$ cat src/rtl/execute_pipe.sv
// WISC execute stage: ALU, set-conditions, branch resolution and EX/MEM output register.
// Define EXEC_MUL_EN to build the iterative shift-add multiplier (op 14); otherwise MUL yields 0.
module execute_pipe #(
    parameter int unsigned WIDTH = 16,
    parameter int unsigned SHW   = $clog2(WIDTH)
) (
    input  logic             clk,
    input  logic             rst,
    input  logic             in_valid,
    output logic             in_ready,
    input  logic [15:0]      in_instr,
    input  logic [3:0]       in_op,
    input  logic [2:0]       in_br,
    input  logic [WIDTH-1:0] in_pc_inc,
    input  logic [WIDTH-1:0] in_a,
    input  logic [WIDTH-1:0] in_b,
    input  logic [WIDTH-1:0] in_imm,
    input  logic             flush,
    input  logic             out_stall,
    output logic             out_valid,
    output logic [15:0]      out_instr,
    output logic [WIDTH-1:0] out_result,
    output logic [WIDTH-1:0] out_next_pc,
    output logic             out_redirect,
    output logic             busy
);

    localparam logic [3:0] OpAdd = 4'd0,  OpSub = 4'd1,  OpXor  = 4'd2,  OpAndn  = 4'd3;
    localparam logic [3:0] OpRol = 4'd4,  OpSll = 4'd5,  OpRor  = 4'd6,  OpSrl   = 4'd7;
    localparam logic [3:0] OpSeq = 4'd8,  OpSlt = 4'd9,  OpSle  = 4'd10, OpSco   = 4'd11;
    localparam logic [3:0] OpBtr = 4'd12, OpPassb = 4'd13, OpMul = 4'd14, OpAnd = 4'd15;

    localparam logic [2:0] BrBeqz = 3'd1, BrBnez = 3'd2, BrBltz = 3'd3, BrBgez = 3'd4;
    localparam logic [2:0] BrJ    = 3'd5, BrJr   = 3'd6;

    logic [WIDTH-1:0]   alu_res;
    logic [WIDTH-1:0]   btr;
    logic [SHW-1:0]     sh;
    logic [2*WIDTH-1:0] dbl_l, dbl_r;
    logic [WIDTH:0]     sum_c;
    logic               taken;
    logic [WIDTH-1:0]   target, next_pc;

    logic               out_valid_q, taken_q;
    logic [15:0]        instr_q;
    logic [WIDTH-1:0]   result_q, next_pc_q;
    logic               out_free, accept, load_alu;

    always_comb begin
        sh    = in_b[SHW-1:0];
        // Rotates come from the doubled operand so a zero amount needs no special case
        dbl_l = {in_a, in_a} << sh;
        dbl_r = {in_a, in_a} >> sh;
        sum_c = {1'b0, in_a} + {1'b0, in_b};
        btr   = '0;
        for (int i = 0; i < int'(WIDTH); i++) begin
            btr[i] = in_a[WIDTH-1-i];
        end
        case (in_op)
            OpAdd:   alu_res = sum_c[WIDTH-1:0];
            OpSub:   alu_res = in_b - in_a;
            OpXor:   alu_res = in_a ^ in_b;
            OpAndn:  alu_res = in_a & ~in_b;
            OpRol:   alu_res = dbl_l[2*WIDTH-1:WIDTH];
            OpSll:   alu_res = in_a << sh;
            OpRor:   alu_res = dbl_r[WIDTH-1:0];
            OpSrl:   alu_res = in_a >> sh;
            OpSeq:   alu_res = {{(WIDTH-1){1'b0}}, in_a == in_b};
            OpSlt:   alu_res = {{(WIDTH-1){1'b0}}, $signed(in_a) < $signed(in_b)};
            OpSle:   alu_res = {{(WIDTH-1){1'b0}}, $signed(in_a) <= $signed(in_b)};
            OpSco:   alu_res = {{(WIDTH-1){1'b0}}, sum_c[WIDTH]};
            OpBtr:   alu_res = btr;
            OpPassb: alu_res = in_b;
            OpAnd:   alu_res = in_a & in_b;
            default: alu_res = '0;
        endcase
    end

    always_comb begin
        case (in_br)
            BrBeqz:      taken = (in_a == '0);
            BrBnez:      taken = (in_a != '0);
            BrBltz:      taken = in_a[WIDTH-1];
            BrBgez:      taken = ~in_a[WIDTH-1];
            BrJ, BrJr:   taken = 1'b1;
            default:     taken = 1'b0;
        endcase
        target  = (in_br == BrJr) ? (in_a + in_imm) : (in_pc_inc + in_imm);
        next_pc = taken ? target : in_pc_inc;
    end

    assign out_free = ~out_valid_q | ~out_stall;
    assign accept   = in_valid & in_ready;

`ifdef EXEC_MUL_EN
    typedef enum logic [1:0] {StIdle, StMul, StDone} state_e;

    state_e           state_q, state_d;
    logic [SHW-1:0]   cnt_q;
    logic [WIDTH-1:0] acc_q, mcand_q, mplier_q;
    logic [15:0]      pend_instr_q;
    logic [WIDTH-1:0] pend_next_pc_q;
    logic             pend_taken_q;
    logic             is_mul, load_mul;

    assign is_mul   = (in_op == OpMul);
    assign in_ready = (state_q == StIdle) & out_free & ~flush;
    assign load_alu = accept & ~is_mul;
    assign load_mul = (state_q == StDone) & out_free & ~flush;
    assign busy     = (state_q != StIdle);

    always_comb begin
        state_d = state_q;
        case (state_q)
            StIdle:  if (accept && is_mul) state_d = StMul;
            StMul:   if (cnt_q == SHW'(WIDTH - 1)) state_d = StDone;
            StDone:  if (out_free) state_d = StIdle;
            default: state_d = StIdle;
        endcase
        if (flush) state_d = StIdle;
    end

    // Partial product 0 is formed on acceptance, so StMul covers iterations 1..WIDTH-1
    always_ff @(posedge clk) begin
        if (rst) begin
            state_q        <= StIdle;
            cnt_q          <= '0;
            acc_q          <= '0;
            mcand_q        <= '0;
            mplier_q       <= '0;
            pend_instr_q   <= '0;
            pend_next_pc_q <= '0;
            pend_taken_q   <= 1'b0;
        end else begin
            state_q <= state_d;
            if (accept && is_mul) begin
                acc_q          <= in_b[0] ? in_a : '0;
                mcand_q        <= in_a << 1;
                mplier_q       <= in_b >> 1;
                cnt_q          <= SHW'(1);
                pend_instr_q   <= in_instr;
                pend_next_pc_q <= next_pc;
                pend_taken_q   <= taken;
            end else if (state_q == StMul) begin
                acc_q    <= acc_q + (mplier_q[0] ? mcand_q : '0);
                mcand_q  <= mcand_q << 1;
                mplier_q <= mplier_q >> 1;
                cnt_q    <= cnt_q + SHW'(1);
            end
        end
    end
`else
    logic load_mul;

    assign in_ready = out_free & ~flush;
    assign load_alu = accept;
    assign load_mul = 1'b0;
    assign busy     = 1'b0;
`endif

    always_ff @(posedge clk) begin
        if (rst) begin
            out_valid_q <= 1'b0;
            instr_q     <= '0;
            result_q    <= '0;
            next_pc_q   <= '0;
            taken_q     <= 1'b0;
        end else if (flush) begin
            out_valid_q <= 1'b0;
        end else if (load_alu) begin
            out_valid_q <= 1'b1;
            instr_q     <= in_instr;
            result_q    <= alu_res;
            next_pc_q   <= next_pc;
            taken_q     <= taken;
`ifdef EXEC_MUL_EN
        end else if (load_mul) begin
            out_valid_q <= 1'b1;
            instr_q     <= pend_instr_q;
            result_q    <= acc_q;
            next_pc_q   <= pend_next_pc_q;
            taken_q     <= pend_taken_q;
`endif
        end else if (!out_stall) begin
            out_valid_q <= 1'b0;
        end
    end

    assign out_valid    = out_valid_q;
    assign out_instr    = instr_q;
    assign out_result   = result_q;
    assign out_next_pc  = next_pc_q;
    assign out_redirect = out_valid_q & taken_q;

endmodule

$ cat config.mk
export PLATFORM = sky130hd
export DESIGN_NAME = execute_pipe
export DESIGN_NICKNAME = d
export VERILOG_FILES = /design/src/rtl/execute_pipe.sv
export SDC_FILE = /design/constraint.sdc
export NUM_CORES = 1
export LEC_CHECK = 0
export ABC_AREA = 1
export CAP_MARGIN = 25
export CORE_MARGIN = 5
export CORE_UTILIZATION = 50
export DETAILED_ROUTE_END_ITERATION = 16
export PLACE_DENSITY = 0.77
export SLEW_MARGIN = 5
export SYNTH_ARGS = -nofsm -noshare
export SYNTH_HDL_FRONTEND = slang
export SYNTH_SLANG_ARGS = --single-unit
export TNS_END_PERCENT = 5
$ cat constraint.sdc
create_clock -name clk -period 3.3 [get_ports clk]
set_input_delay 0.33 -clock clk [delete_from_list [all_inputs] [get_ports clk]]
set_output_delay 0.33 -clock clk [all_outputs]
set_load 0.05 [all_outputs]
# Word-level counts from Yosys, hierarchy flattened
# Cells that the tools add are included.
[word_totals]
ff_bits = 50
in_bits = 92
out_inout_bits = 52
word_cells = 61
[classes]
n_addsub = 4
magnitude_cmp = 2
n_eq_ne = 22
shift = 4
mux = 6
bitwise = 12
reduce_logical = 6
[op_table]
columns = ["operator", "n"]
rows = [
  ["16-bit case mux with 15 select lines", 1],
  ["16-bit adder", 2],
  ["16-bit bitwise AND", 2],
  ["16-bit two-way mux", 2],
  ["32-bit by 4-bit << shifter with 32-bit output", 1],
  ["32-bit by 4-bit >> shifter with 16-bit output", 1],
  ["4-bit == test (second input constant)", 7],
  ["16-bit by 16-bit adder with 17-bit output", 1],
  ["16-bit == test", 1],
  ["4-bit by 3-bit == test with 1-bit output (second input constant)", 4],
  ["16-bit <= comparator", 1],
  ["16-bit logical NOT", 1],
  ["16-bit < comparator", 1],
  ["16-bit NOT", 1],
  ["16-bit nonzero test", 1],
  ["16-bit by 4-bit << shifter with 16-bit output", 1],
  ["16-bit by 4-bit >> shifter with 16-bit output", 1],
  ["16-bit subtractor", 1],
  ["16-bit bitwise XOR", 1],
  ["3-bit == test (second input constant)", 3],
  ["4-bit by 2-bit == test with 1-bit output (second input constant)", 2],
  ["3-bit by 2-bit == test with 1-bit output (second input constant)", 2],
  ["1-bit case mux with 5 select lines", 1],
  ["4-bit by 1-bit == test with 1-bit output (second input constant)", 1],
  ["9 further kinds", 16],
]

# Depth between registers and ports, before layout
# Gate-level depths: netlist of the first run.
[logic_depth]
word_depth = 5
ltp_mapped = 20
mapped_depth_nobuf = 19

# Least setup slack after synthesis of the first run
# OpenSTA, ideal clock, no wires.
[synth_timing]
kind = "in2reg"
from = "in in_br[1]"
to = "reg next_pc_q[14], in the netlist out_next_pc[14]"
setup_ns = 0.132
arrival_time_ns = 2.448
required_time_ns = 3.168
path_slack_ns = 0.720
cell_stages = 18
path_buffers = 1
cell_sequence = "inv_1 > nor2_1 > nand2_1 > clkbuf_1 > nand2_1 > o21ai_0 > ha_1 > fa_1 > nand3_1 > nand2_1 > a21boi_0 > inv_1 > nand3b_1 > nand2_1 > nand2_1 > nand3_1 > nand2_1 > a21oi_1"
[synth_via]
elab_chain_len = 4
elab_cells_between_ends = 10
classes_between = "6 x eq/ne; 3 x mux; 1 x reduce/logical"
[synth_rtl]
columns = ["element", "line", "text"]
rows = [
  ["start, declared", "13", "input logic [2:0] in_br,"],
  ["3-bit == test (on tied branches)", "80, 88", ""],
  ["2-bit OR reduction", "80", "case (in_br)"],
  ["1-bit case mux with 5 select lines", "80", ""],
  ["16-bit two-way mux (*)", "89", "next_pc = taken ? target : in_pc_inc;"],
  ["end signal, assigned", "174", "next_pc_q <= next_pc;"],
  ["end, declared", "46", "logic [WIDTH-1:0] result_q, next_pc_q;"],
]
# Mark *: on every way between the ends. The rest lies on a longest branch, timed or not.
# A chain may end at the register's enable or synchronous reset.

# Worst setup path in the final report of the first run
[layout_timing]
from = "in in_br[1]"
to = "reg next_pc_q[11], in the netlist out_next_pc[11]"
# Same word-level chain as after synthesis.

==> impl_metrics.yaml, run 1 <==
timing:
  hold_slack_ns: 0.463
  post-route-min-period_ns: 3.01
  finalHoldViolations: 0
  skew_ns: 0.00199
  rsz0062_at_grt: "false"
  worst_pin_slew_ns: 0.906
  drv_slew: 0
  slew_headroom: 0.394
  post-route-period-util: 0.913
  fmax_mhz: 332
  setup_viol: 0
  setup_tns_ns: 0
worst_setup_path:
  crit_chain: "clkdlybuf4s50_1 > inv_1 > nor2_1 > nand2_1 > buf_4 > nand2_1 > o21ai_0 > ha_1 > a21oi_1 > a21boi_0 > nand2_1 > nand2_1 > nand2_1 > nand2_1 > nand2_1 > nand2_1 > nand2_1 > nor2_1 > nor2_1 > nor2_1"
  crit_type: "primary input to register"
  critPathCaptureType: "register"
  crit_arrival_ns: 3.23
  path_max_fanout: 14
  reg2regPathDepth: 7
  worstReg2RegEnd: "out_next_pc[12]"
  max_stage_delay_ns: 0.52
  start_kind: "primary input"
  cp_common_cell: "nand2_1"
  r2r_slack_ns: 1.16
  worstReg2RegStart: "out_valid"
  slowest_stage: "clkdlybuf4s50_1"
  crit_required_ns: 3.52
clock_tree:
  cts_tree: "yes"
  numCtsBuffers: 5
  ctsHoldBuffers: 0
  clockRootBuffer: "clkbuf_16"
  cts_buffer_depth: 2
  cts.sinks: 50
  clkLatencyLatePin_ns: 0.29
  clk_pin_slew_ns: 0.07
  htreeDepth: 2
layout:
  syn_to_final_growth_pct: 23.5
  fin_area_sq_um: 9770
  final_cells: 1816
  drive_above_1_share: 0.0531
  antennaDiodeCount: 0
  nNetsFinal: 1757
min_path:
  min_path_cells: 2
  min-delay-start: "out_instr[9]"
  hold_path_class: "register to register"
  whs_endpoint: "out_instr[9]"
synthesis:
  ys.flop_type: "dfxtp_1"
  ys_seq_area_frac: 0.127
  ys_ff_latch: 50
  synth.cell_area_sq_um: 7910
  synth_cells: 1465
  synth.avg_cell_area_sq_um: 5.40
  ys_warn_count: 0
  synthArstFlopShare: 0
  yosysUniqueCellTypes: 43
  synth-edff-count: 0
  syn-num-nets: 1622
die:
  io_pins: 144
  dieArea_sq_um: 18400
  initial_core_util: 0.504
  die_h_um: 136
  rows: 46
  core_area_sq_um: 15700
  die_x_um: 136
pwr:
  seq_power_share: 0.247
  leakage_nw: 4.90
  p_per_area_nw_per_um2: 273
  p_sw_mw: 1.24
  p_int_mw: 1.43
  p_total_mw: 2.66
  vdd_drop_max_uv: 199
  p_sw_frac: 0.464
  p_clk_frac: 0.193
  pwr-share-comb: 0.560
detailed_routing:
  via_per_inst: 5.85
  drt-initial-drc-count: 1346
  vias: 10616
  drc: 0
  ant_nets: 0
  wl_per_cell_um: 19.1
  dr.pass1.iters: 8
  drt_wl_total_mm: 34.7
grt:
  grt-ovfl-total: 0
  grt_max_degree: 40
  grt_util_met1: 0.459
  met3_usage: 0.0591
  grt_pass1_vias: 9437
  top_usage_layer: "met2"
  met2_usage: 0.587
  antenna_found_initial: 0
  grt_pass1_wl_mm: 51.9
  grtUsageTotal: 0.361
placement:
  port-buffer-count: 142
  placed_cells: 1809
  dpl.hpwl_mm: 28.2
  gp_congestion: 1.03
  place_area_sq_um: 9630
outcome:
  status: "finished, final reports clean"
flow_run:
  max_cap_viol_count: 0
-- layout by cell type (no fill, tap or decap), drive strengths merged, types with 50 or more instances in the layout --
cell,synthesis,routed
dfxtp,50,50
clkdlybuf4s50,0,142
ha,62,62
nand3,225,225
nor2,114,114
buf,45,53
nand2,511,511
a21oi,112,112
o21ai,77,77
inv,147,148
-- kinds of logic after synthesis --
kind of cell,share of synthesized area
simple gates,0.476
xor+xnor,0.0199
other cells,0.000474
compound gates,0.154
buf+inv,0.118
fa+ha+maj,0.106
flops,0.127
-- critical path, delay by kind of cell --
family | cells | cell delay [ns]
AND/OR/NAND/NOR | 13 | 1.19
buffers and inverters | 3 | 0.84
adder cells (fa/ha/maj) | 1 | 0.37
AO/OA/AOI/OAI | 3 | 0.50
-- Yosys cell counts, drive strengths merged, types with 2 or more instances --
master	count	share of area
nand4	23	0.018
o221ai	5	0.0055
clkinv	2	0.00095
o211ai	7	0.0066
ha	62	0.098
nor2	114	0.058
clkbuf	22	0.011
dfxtp	50	0.13
buf	45	0.036
o31ai	2	0.0019
a21oi	112	0.071
nor3	10	0.0063
inv	147	0.070
xnor2	4	0.0044
nand2	511	0.24
nand3b	2	0.0019
xor2	14	0.015
fa	3	0.0076
a21boi	3	0.0028
o21ai	77	0.049
o21bai	8	0.0076
nand3	225	0.14
and2	3	0.0024
o22ai	7	0.0055
-- worst max-delay path by stage --
stage | from | to | cells after the start
2_1_floorplan | in_br[1] | out_next_pc[14] | 18
3_3_place_gp | in_br[1] | out_next_pc[10] | 18
3_5_place_dp | in_br[1] | out_next_pc[10] | 18
4_1_cts | in_br[1] | out_next_pc[10] | 18
5_1_grt | in_br[1] | out_next_pc[11] | 20
6_report | in_br[1] | out_next_pc[11] | 20
-- state kept, by name (all words and copies together), names as in the netlist --
name and flops:
taken_q 1, out_result 16, out_next_pc 16, out_instr 16, out_valid 1
-- per-stage QoR --
step | util | setup WS [ns]
2_1_floorplan | - | 0.720
3_3_place_gp | 0.613 | 0.0176
3_5_place_dp | 0.613 | -0.0405
4_1_cts | 0.622 | 0.245
5_1_grt | 0.622 | 0.0260
6_report | 0.622 | 0.287
-- power by group through the flow --
| stage | Sequential (mW) | Clock [mW] | Combinational (mW) |
|---|---|---|---|
| CTS | 0.658 | 0.518 | 1.45 |
| floorplan | 0.782 | 0 | 0.806 |
| detailed placement | 0.671 | 0 | 1.44 |
| finish | 0.657 | 0.513 | 1.49 |
| global placement | 0.671 | 0 | 1.44 |
| global route | 0.661 | 0.533 | 1.61 |
-- metal layers --
| layer | wire, um | up-vias | share of wire |
|---|---|---|---|
| li1 | - | 5053 | - |
| met1 | 13300 | 4709 | 0.38 |
| met2 | 15500 | 732 | 0.45 |
| met3 | 3970 | 122 | 0.11 |
| met4 | 1920 | 0 | 0.055 |
| met5 | 0 | - | 0 |
-- final cells by class --
class                   count  area, sq um
clock buffers               5          125
clock inverters             2         13.8
fillers                  1623         5940
inverters                 149          559
multi-input cells        1199         5980
flip-flops and latches     50         1000
well taps                 216          270
repair buffers            195         1820
-- repair_timing --
item,4_1_cts,5_1_grt
gates resized for setup,0,1
endpoints found under the setup margin,0,1
setup buffers,0,0
No activity file was read; power rests on OpenSTA's default activity.
==> inputs of run 2 (changes only) <==
--- a/config.mk
+++ b/config.mk
@@ -8,9 +8,9 @@
 export ABC_AREA = 1
 export CAP_MARGIN = 25
 export CORE_MARGIN = 5
-export CORE_UTILIZATION = 50
+export CORE_UTILIZATION = 46
 export DETAILED_ROUTE_END_ITERATION = 16
-export PLACE_DENSITY = 0.77
+export PLACE_DENSITY = 0.71
 export SLEW_MARGIN = 5
 export SYNTH_ARGS = -nofsm -noshare
 export SYNTH_HDL_FRONTEND = slang
==> impl_metrics.yaml, run 2 (synthesis results as in run 1) <==
detailed_routing:
  drt_wl_total_mm: 36.2
  ant_nets: 0
  dr.pass1.iters: 7
  via_per_inst: 5.77
  drt-initial-drc-count: 1181
  wl_per_cell_um: 19.6
  vias: 10659
  drc: 0
clock_tree:
  numCtsBuffers: 5
  cts.sinks: 50
  cts_resized: 0
  htreeDepth: 2
  post-cts-setup-buffer-count: 0
  clockRootBuffer: "clkbuf_16"
  ctsHoldBuffers: 0
  clk_pin_slew_ns: 0.07
  cts_tree: "yes"
  clkLatencyLatePin_ns: 0.29
  cts_buffer_depth: 2
worst_setup_path:
  crit_required_ns: 3.51
  crit_type: "primary input to register"
  slowest_stage: "clkdlybuf4s50_1"
  path_max_fanout: 8
  critPathCaptureType: "register"
  path_delay_family: "simple AND/OR/NAND/NOR gates"
  crit_arrival_ns: 3.15
  start_kind: "primary input"
  critPathBufInv: 2
  crit_chain: "clkdlybuf4s50_1 > inv_1 > ha_1 > nand2_1 > nor2_1 > nand4_1 > nor3_1 > nor2_1 > o21ai_1 > nor2_1 > nand2_1 > nand2_1 > a21oi_1"
  max_stage_delay_ns: 0.55
pwr:
  vdd_drop_max_uv: 322
  leakage_nw: 5.01
  p_per_area_nw_per_um2: 271
placement:
  port-buffer-count: 142
  placed_cells: 1841
  place_area_sq_um: 9810
  gp_congestion: 1.03
  place_ws_ns: 0.0781
  dpl.hpwl_mm: 29.6
timing:
  fmax_mhz: 341
  setup_viol: 0
  layout_setup_ws_ns: 0.365
  post-route-min-period_ns: 2.93
  slew_headroom: 0.428
  finalHoldViolations: 0
  hold_slack_ns: 0.464
  post-route-period-util: 0.889
  drv_slew: 0
  skew_ns: 0.00335
  rsz0062_at_grt: "false"
  setup_tns_ns: 0
  worst_pin_slew_ns: 0.854
grt:
  grt_pass1_wl_mm: 55.2
  grtUsageTotal: 0.352
  grt_max_degree: 40
  antenna_found_initial: 0
  grt-ovfl-total: 0
  grt_pass1_vias: 9798
layout:
  final_cells: 1848
  nNetsFinal: 1780
  final_common_cell: "nand2_1"
  fillers: 1822
  drive_above_1_share: 0.0672
  fin_area_sq_um: 9950
  antennaDiodeCount: 0
  final_cell_mix: "506 x nand2_1, 223 x nand3_1, 142 x clkdlybuf4s50_1"
  syn_to_final_growth_pct: 25.8
flow_run:
  max_cap_viol_count: 0
die:
  die_h_um: 141
  initial_core_util: 0.464
  die_x_um: 141
  core_area_sq_um: 17100
  io_pins: 144
  rows: 48
  dieArea_sq_um: 19900
min_path:
  hold_path_class: "register to register"
outcome:
  status: "finished, final reports clean"
## run 2: cell types whose count changed in the layout (fill, tap and decap cells not counted), sizes merged
cell | previous run | this run
buf | 53 | 76
## run 2: stage by stage
stage / utilization / power, mW
global placement: 0.575 / 2.16
global route: 0.584 / 2.86
finish: 0.584 / 2.69
CTS: 0.583 / 2.67
detailed placement: 0.575 / 2.16
floorplan: - / 1.59
## run 2: worst paths after layout
| path | end | slack [ns] | depth (start not counted) | from |
|---|---|---|---|---|
| max | out_result[0] | 0.37 | 13 | in_a[4] |
| min | out_result[12] | 0.46 | 2 | out_result[12] |
| max reg2reg | out_result[6] | 1.25 | 8 | out_valid |
| min reg2reg | out_result[12] | 0.46 | 2 | out_result[12] |
## run 2: layout make-up
| class | instances | area (sq um) | share of cell area |
|---|---|---|---|
| Multi-Input combinational cell | 1199 | 5980 | 0.601 |
| Timing Repair Buffer | 218 | 1990 | 0.200 |
| Sequential cell | 50 | 1000 | 0.101 |
| Clock buffer | 5 | 125 | 0.0126 |
| Inverter | 149 | 559 | 0.0562 |
| Clock inverter | 2 | 13.8 | 0.00138 |
| Tap cell | 225 | 282 | 0.0283 |
## run 2: metal layers
metal	part of all wire	routed length (um)	track usage	up-vias
li1	-	-	-	5102
met1	0.39	14300	0.457	4774
met2	0.44	15900	0.564	673
met3	0.11	3900	0.0516	110
met4	0.059	2140	0.180	0
met5	0	0	0	-
## run 2: report_power, final
group	internal, mW	total (mW)	switching (mW)
registers	0.638	0.658	0.0201
clock network	0.278	0.506	0.227
logic	0.536	1.53	0.994
total	1.45	2.69	1.24
## run 2: worst register-to-register path: stages, from the launching register on
cell and delay, ns:
dfxtp_1 0.37, nand2_1 0.07, inv_1 0.06, nor2_1 0.06, nand2_2 0.11, clkinv_1 0.65
buf_4 0.44, nand2_1 0.08, a21oi_1 0.06
==> inputs of run 3 (changes only) <==
--- a/config.mk
+++ b/config.mk
@@ -8,10 +8,10 @@
 export ABC_AREA = 1
 export CAP_MARGIN = 25
 export CORE_MARGIN = 5
-export CORE_UTILIZATION = 46
+export CORE_UTILIZATION = 55
 export DETAILED_ROUTE_END_ITERATION = 16
-export PLACE_DENSITY = 0.71
-export SLEW_MARGIN = 5
+export PLACE_DENSITY = 0.83
+export SLEW_MARGIN = 0
 export SYNTH_ARGS = -nofsm -noshare
 export SYNTH_HDL_FRONTEND = slang
 export SYNTH_SLANG_ARGS = --single-unit
==> impl_metrics.yaml, run 3 (synthesis results as in run 1) <==
outcome:
  status: "finished, final reports clean"
timing:
  drv_slew: 0
  fmax_mhz: 326
  rsz0062_at_grt: "false"
  post-route-min-period_ns: 3.07
  finalHoldViolations: 0
  setup_tns_ns: 0
  worst_pin_slew_ns: 0.880
  setup_viol: 0
  slew_headroom: 0.411
  post-route-period-util: 0.931
  skew_ns: 0.00903
layout:
  syn_to_final_growth_pct: 23.8
  antennaDiodeCount: 0
  final_cell_mix: "506 x nand2_1, 223 x nand3_1, 142 x clkdlybuf4s50_1"
  drive_above_1_share: 0.0579
  fin_util: 0.700
  final_common_cell: "nand2_1"
  nNetsFinal: 1762
worst_setup_path:
  cp-startpoint: "in_a[0]"
  crit_type: "primary input to register"
  start_kind: "primary input"
  slowest_stage: "clkdlybuf4s50_1"
  path_max_fanout: 7
  max_stage_delay_ns: 0.76
  crit_chain: "clkdlybuf4s50_1 > ha_1 > inv_1 > fa_1 > nand2_1 > nand3_1 > nand3_1 > nand3_1 > nand2_1 > nand3_1 > nand4_1 > nand2_1 > a21oi_1"
  cp_common_cell: "nand3_1"
  crit_required_ns: 3.53
  critPathCaptureType: "register"
  worstReg2RegStart: "out_valid"
  crit_arrival_ns: 3.30
grt:
  grtUsageTotal: 0.389
  grt_pass1_wl_mm: 51.4
  grt_pass1_vias: 9772
  grt-ovfl-total: 0
  antenna_found_initial: 0
  grt_max_degree: 39
clock_tree:
  post-cts-setup-buffer-count: 0
  cts_resized: 0
  htreeDepth: 2
  clkLatencyLatePin_ns: 0.29
  cts_buffer_depth: 2
  cts.sinks: 50
  clk_pin_slew_ns: 0.07
  cts_tree: "yes"
  ctsHoldBuffers: 0
  clockRootBuffer: "clkbuf_16"
  numCtsBuffers: 5
pwr:
  leakage_nw: 4.93
  p_total_mw: 2.70
  p_per_area_nw_per_um2: 276
  vdd_drop_max_uv: 205
die:
  initial_core_util: 0.566
  core_area_sq_um: 14000
  dieArea_sq_um: 16900
  rows: 43
  io_pins: 144
  die_x_um: 130
  die_h_um: 130
placement:
  dpl.hpwl_mm: 27.0
  gp_congestion: 1.12
  port-buffer-count: 142
detailed_routing:
  drc: 0
  via_per_inst: 5.99
  ant_nets: 0
  drt-initial-drc-count: 1496
  vias: 10702
  wl_per_cell_um: 19.0
  dr.pass1.iters: 9
  drt_wl_total_mm: 33.9
min_path:
  hold_path_class: "register to register"
  min-delay-start: "out_instr[15]"
flow_run:
  max_cap_viol_count: 0
run 3: routing by layer:
metal,wire (um),global-route usage,vias up
li1,-,-,5077
met1,12600,0.487,4706
met2,14700,0.624,776
met3,4460,0.0737,143
met4,2210,0.223,0
met5,0,0,-
run 3: area by class of cell:
class	instances	area (sq um)
Clock buffer	6	139
Clock inverter	2	16.3
Fill cell	1305	4190
Inverter	149	559
Multi-Input combinational cell	1199	5980
Sequential cell	50	1000
Tap cell	180	225
Timing Repair Buffer	200	1870
run 3: through the flow:
stage / instance area (sq um) / cells / hold slack [ns] / worst slack, ns
floorplan: 7910 / 1465 / 0.460 / 0.720
global placement: 9630 / 1778 / 0.452 / 0.0842
detailed placement: 9630 / 1778 / 0.455 / 0.00767
CTS: 9790 / 1786 / 0.466 / 0.278
global route: 9790 / 1786 / 0.489 / 0.0627
finish: 9790 / 1786 / 0.465 / 0.229
run 3: final timing paths:
check | depth (start not counted) | slack, ns | to
worst max-delay path | 13 | 0.23 | out_result[12]
worst min-delay path | 2 | 0.46 | out_instr[15]
worst max register to register | 8 | 1.16 | out_next_pc[12]
worst min register to register | 2 | 0.46 | out_instr[15]
run 3: report_power, final:
part	leakage, nW	internal, mW	switching, mW	total [mW]
registers	0.408	0.637	0.0200	0.657
clock network	0.0735	0.305	0.241	0.546
logic	4.45	0.520	0.979	1.50
run 3: critical path: cells and delay by family:
kind	cells	cell delay (ns)
AND/OR/NAND/NOR	8	1.18
AO/OA/AOI/OAI	1	0.11
adder cells (fa/ha/maj)	2	0.80
buffers and inverters	2	0.87
==> variant 1 (flow settings as in run 3) <==
Add a define of `EXEC_MUL_EN`.
--- a/src/rtl/execute_pipe.sv
+++ b/src/rtl/execute_pipe.sv
@@ -1,5 +1,7 @@
 // WISC execute stage: ALU, set-conditions, branch resolution and EX/MEM output register.
 // Define EXEC_MUL_EN to build the iterative shift-add multiplier (op 14); otherwise MUL yields 0.
+`define EXEC_MUL_EN
+
 module execute_pipe #(
     parameter int unsigned WIDTH = 16,
     parameter int unsigned SHW   = $clog2(WIDTH)
Check against the original RTL: not equivalent (a bounded check fails within 4 cycles, from zero or initial values and one cycle with rst high).
==> variant 1 against run 3 <==
Wire length grew 57%. Sequential share of layout area grew 8.1 points. Worst hold slack lost 0.17 ns. Worst setup slack gained 0.056 ns. Design area grew 51%. Sequential power grew to 2.6 times the old value. Total power grew 100%. Sequential cell count grew 85. Synthesized area grew 52%. Die area grew 47%.
==> variant 1: results (changes against run 3) <==
post-place-ws_ns: -0.02378  # -0.03145 ns
final.fill_count: 1946  # +49%
tightest_slew_ns: 0.7033  # -0.1765 ns
period_minus_slack_ns: 3.015  # -0.05593 ns
seq_area_um2: 2703  # +170%
postSynthCellCount: 2006  # +37%
top_layer: "met5"
clkLatencyLatePin_ns: 0.42  # +0.13 ns
signal_buffer_area_fraction_pct: 15.02  # -4.1 points
inverters: 169  # +13%
critPathMaxStageDelay_ns: 0.65  # -0.11 ns
status: "finished clean"
fin_cells: 2465  # +38%
grt_max_degree: 51  # +31%
final_nets: 2346  # +33%
dr_wl_met2_um: 22660  # +55%
synth.area.top_cells: "dfxtp_1 23%, nand2_1 19%, ha_1 8.0%"
leakage_nw: 6.699  # +36%
r2r_slack_ns: 0.73  # -0.43 ns
dp_cells: 2434  # +37%
routed_wl_um: 53290  # +57%
num_vias: 15460  # +44%
cts_htree_levels: 4  # +2
clkbuf_count: 17  # +11
timing.hold.ws_ns: 0.2990  # -0.1659 ns
grt_usage_pct: 41.93  # +3.1 points
met1_length_um: 18790  # +49%
variant 1: worst paths after layout:
kind / start / endpoint / depth (start not counted)
worst max-delay path: in_a[0] / out_result[4] / 12
worst min-delay path: rst / out_result[14] / 2
worst max register to register: state_q[0] / out_result[10] / 10
worst min register to register: pend_next_pc_q[1] / pend_next_pc_q[1] / 2
variant 1: report_power, final:
part	switching [W]	internal, W	total (W)
Combinational	0.00113	0.000576	0.00170
Clock	0.000763	0.00127	0.00203
Sequential	0.0000240	0.00167	0.00170
variant 1: cells by family (layout without fill, tap and decap cells):
kind of cell / after synthesis / in the layout / share of synthesized area (%)
DFF: 135 / 135 / 22.50
muxes: 2 / 2 / 0.1667
and+or+nand+nor: 1037 / 1037 / 36.24
AOI/OAI and AO/OA: 458 / 458 / 21.36
buffers and inverters: 266 / 445 / 9.074
adders and majority gates: 81 / 81 / 8.688
xor gates and xnor gates: 27 / 27 / 1.969
==> variant 2 (settings of run 3) <==
Without the edit above. Register the output `out_redirect`, with the module's reset; this adds one clock of latency there. The other outputs are not delayed to match.
--- a/src/rtl/execute_pipe.sv
+++ b/src/rtl/execute_pipe.sv
@@ -190,7 +190,13 @@
     assign out_instr    = instr_q;
     assign out_result   = result_q;
     assign out_next_pc  = next_pc_q;
-    assign out_redirect = out_valid_q & taken_q;
+    always_ff @(posedge clk) begin
+        if (rst) begin
+            out_redirect <= '0;
+        end else begin
+            out_redirect <= out_valid_q & taken_q;
+        end
+    end
 
 endmodule
 
Behaviour: not the same (a bounded check fails within 4 cycles, from zero or initial values and one cycle with rst high).
==> variant 2 against run 3 <==
Die area rose by 1.1%. Critical path type unchanged. Critical path depth rose by 1. Synthesized cell count fell by 2.4%. Worst setup slack improved by 0.060 ns. Sequential cell count rose by 1. Register-to-register slack improved by 0.26 ns. Design area barely moved. Synthesized area rose by 1.2%. Total power rose by 0.96%. Largest cell class unchanged. Wire length rose by 2.3%. Count of clock-buffer cells in the layout did not move. Maximum frequency rose by 2.0%.
==> variant 2: results (changes against run 3) <==
slew_headroom_pct: 45.41  # +4.3 points
placed_area_um2: 9643  # about the same
endpoint: "out_next_pc[11]"
r2r_cells: 10  # +2
finalCritPeriodShare_pct: 91.23  # -1.8 points
dr.pass1.iters: 8  # -1
syn_area_per_cell_um2: 5.597  # +3.6%
antenna_found_initial: 1  # +1
final_layout_size_suffix_gt1_share_pct: 7.614  # +1.8 points
grt_usage_pct: 38.83  # about the same
status: "finished clean"
top_layer: "met5"
met1_length_um: 12800  # +1.5%
ir_worst_vdd_mv: 0.2797  # +37%
grt_max_degree: 47  # +21%
ys_seq_area_share_pct: 12.76  # +0.10 points
leakage_nw: 4.740  # -3.9%
diodes: 0  # unchanged
grt_pass1_vias: 9562  # -2.1%
initialDrtViolationCount: 1443  # -3.5%
skew_ns: 0.007586  # -0.001445 ns
syn-num-nets: 1587  # -2.2%
critPathMaxFanout: 19  # +12
routed_wl_um: 34730  # +2.3%
synth.area.top_cells: "nand2_1 22%, nand3_1 14%, dfxtp_1 13%"
dr_wl_met2_um: 15100  # +3.0%
synth_cell_types: 51  # +19%
grt_pass1_wl_um: 51310  # -0.13%
vias_per_cell: 6.029  # +0.61%
r2r_slack_ns: 1.42  # +0.26 ns
cp.arrival_ns: 3.15  # -0.15 ns
synth_common_cells: "473 x nand2_1, 218 x nand3_1, 113 x inv_1"
final.fill_count: 1365  # +4.6%
regToRegEndpoint: "out_next_pc[0]"
num_vias: 10530  # -1.6%
dp_hpwl_um: 27600  # +2.3%
place.gp.congestion: 1.109  # -1.3%
startpoint: "in_br[0]"
final_nets: 1719  # -2.4%
wl_met3_um: 4570  # +2.6%
post-place-ws_ns: 0.03210  # +0.02443 ns
[variant 2: changes by cell type in the layout (fill, tap and decap cells not counted), moves of 9 or more]
| cell | change |
|---|---|
| nor2_1 | -13 |
| inv_1 | -23 |
| nand2_1 | -34 |
| o21ai_1 | +9 |
| nand2_2 | +10 |
| buf_4 | -10 |
[variant 2: kinds of logic after synthesis]
family                   Yosys count  share of synthesized area (%)
AO/OA/AOI/OAI                    230                          16.24
flip-flops                        51                          12.76
XOR/XNOR                          20                          2.188
other                              1                        0.04685
AND/OR/NAND/NOR                  868                          47.49
adder cells (fa/ha/maj)           65                          10.44
buffers and inverters            195                          10.83
[variant 2: report_power, final]
group	total [W]	internal (W)	switching, W
logic	0.00152	0.000518	0.00100
clock network	0.000540	0.000304	0.000236
registers	0.000669	0.000650	0.0000194
[variant 2: how the worst min path moves through the flow]
stage,start,end,slack [ns],depth (start not counted)
2_1_floorplan,taken_q,out_redirect,0.41,2
6_report,taken_q,out_redirect,0.45,2
3_5_place_dp,taken_q,out_redirect,0.44,2
3_3_place_gp,taken_q,out_redirect,0.42,2
5_1_grt,taken_q,out_redirect,0.47,2
4_1_cts,taken_q,out_redirect,0.46,2
[variant 2: layer usage]
| metal | global-route usage [%] | vias up |
|---|---|---|
| met3 | 7.724 | 138 |
| met1 | 47.93 | 4733 |
| met2 | 62.83 | 671 |
| met5 | 0 | - |
| li1 | - | 4988 |
| met4 | 22.50 | 2 |
[variant 2: critical path, stage by stage]
cell and delay [ns]:
clkdlybuf4s50_1 0.42, inv_1 0.14, nand3_1 0.28, buf_4 0.31, buf_4 0.16, o21ai_0 0.14
ha_1 0.32, a21oi_1 0.20, o21ai_0 0.15, inv_1 0.07, nand3_1 0.08, or2_2 0.28
nand4_1 0.14, a31oi_1 0.11
[variant 2: repair_timing]
action | in CTS | in global routing
setup buffers | 0 | 0
endpoints found under the setup margin | 0 | 1
resized for setup | 0 | 1
[variant 2: final cells by class]
| class | instances | area (um2) | share of cell area, % |
|---|---|---|---|
| Tap cell | 184 | 230.2 | 2.350 |
| Timing Repair Buffer | 189 | 1774 | 18.11 |
| Clock buffer | 6 | 138.9 | 1.418 |
| Clock inverter | 2 | 13.76 | 0.1405 |
| Multi-Input combinational cell | 1184 | 6118 | 62.46 |
| Inverter | 131 | 499.2 | 5.096 |
| Sequential cell | 51 | 1021 | 10.42 |
[variant 2: stage by stage]
| stage | hold WS (ns) | power (W) |
|---|---|---|
| floorplan | 0.4065 | 0.001625 |
| global placement | 0.4197 | 0.002138 |
| detailed placement | 0.4407 | 0.002147 |
| CTS | 0.4570 | 0.002687 |
| global route | 0.4659 | 0.002861 |
| finish | 0.4507 | 0.002728 |
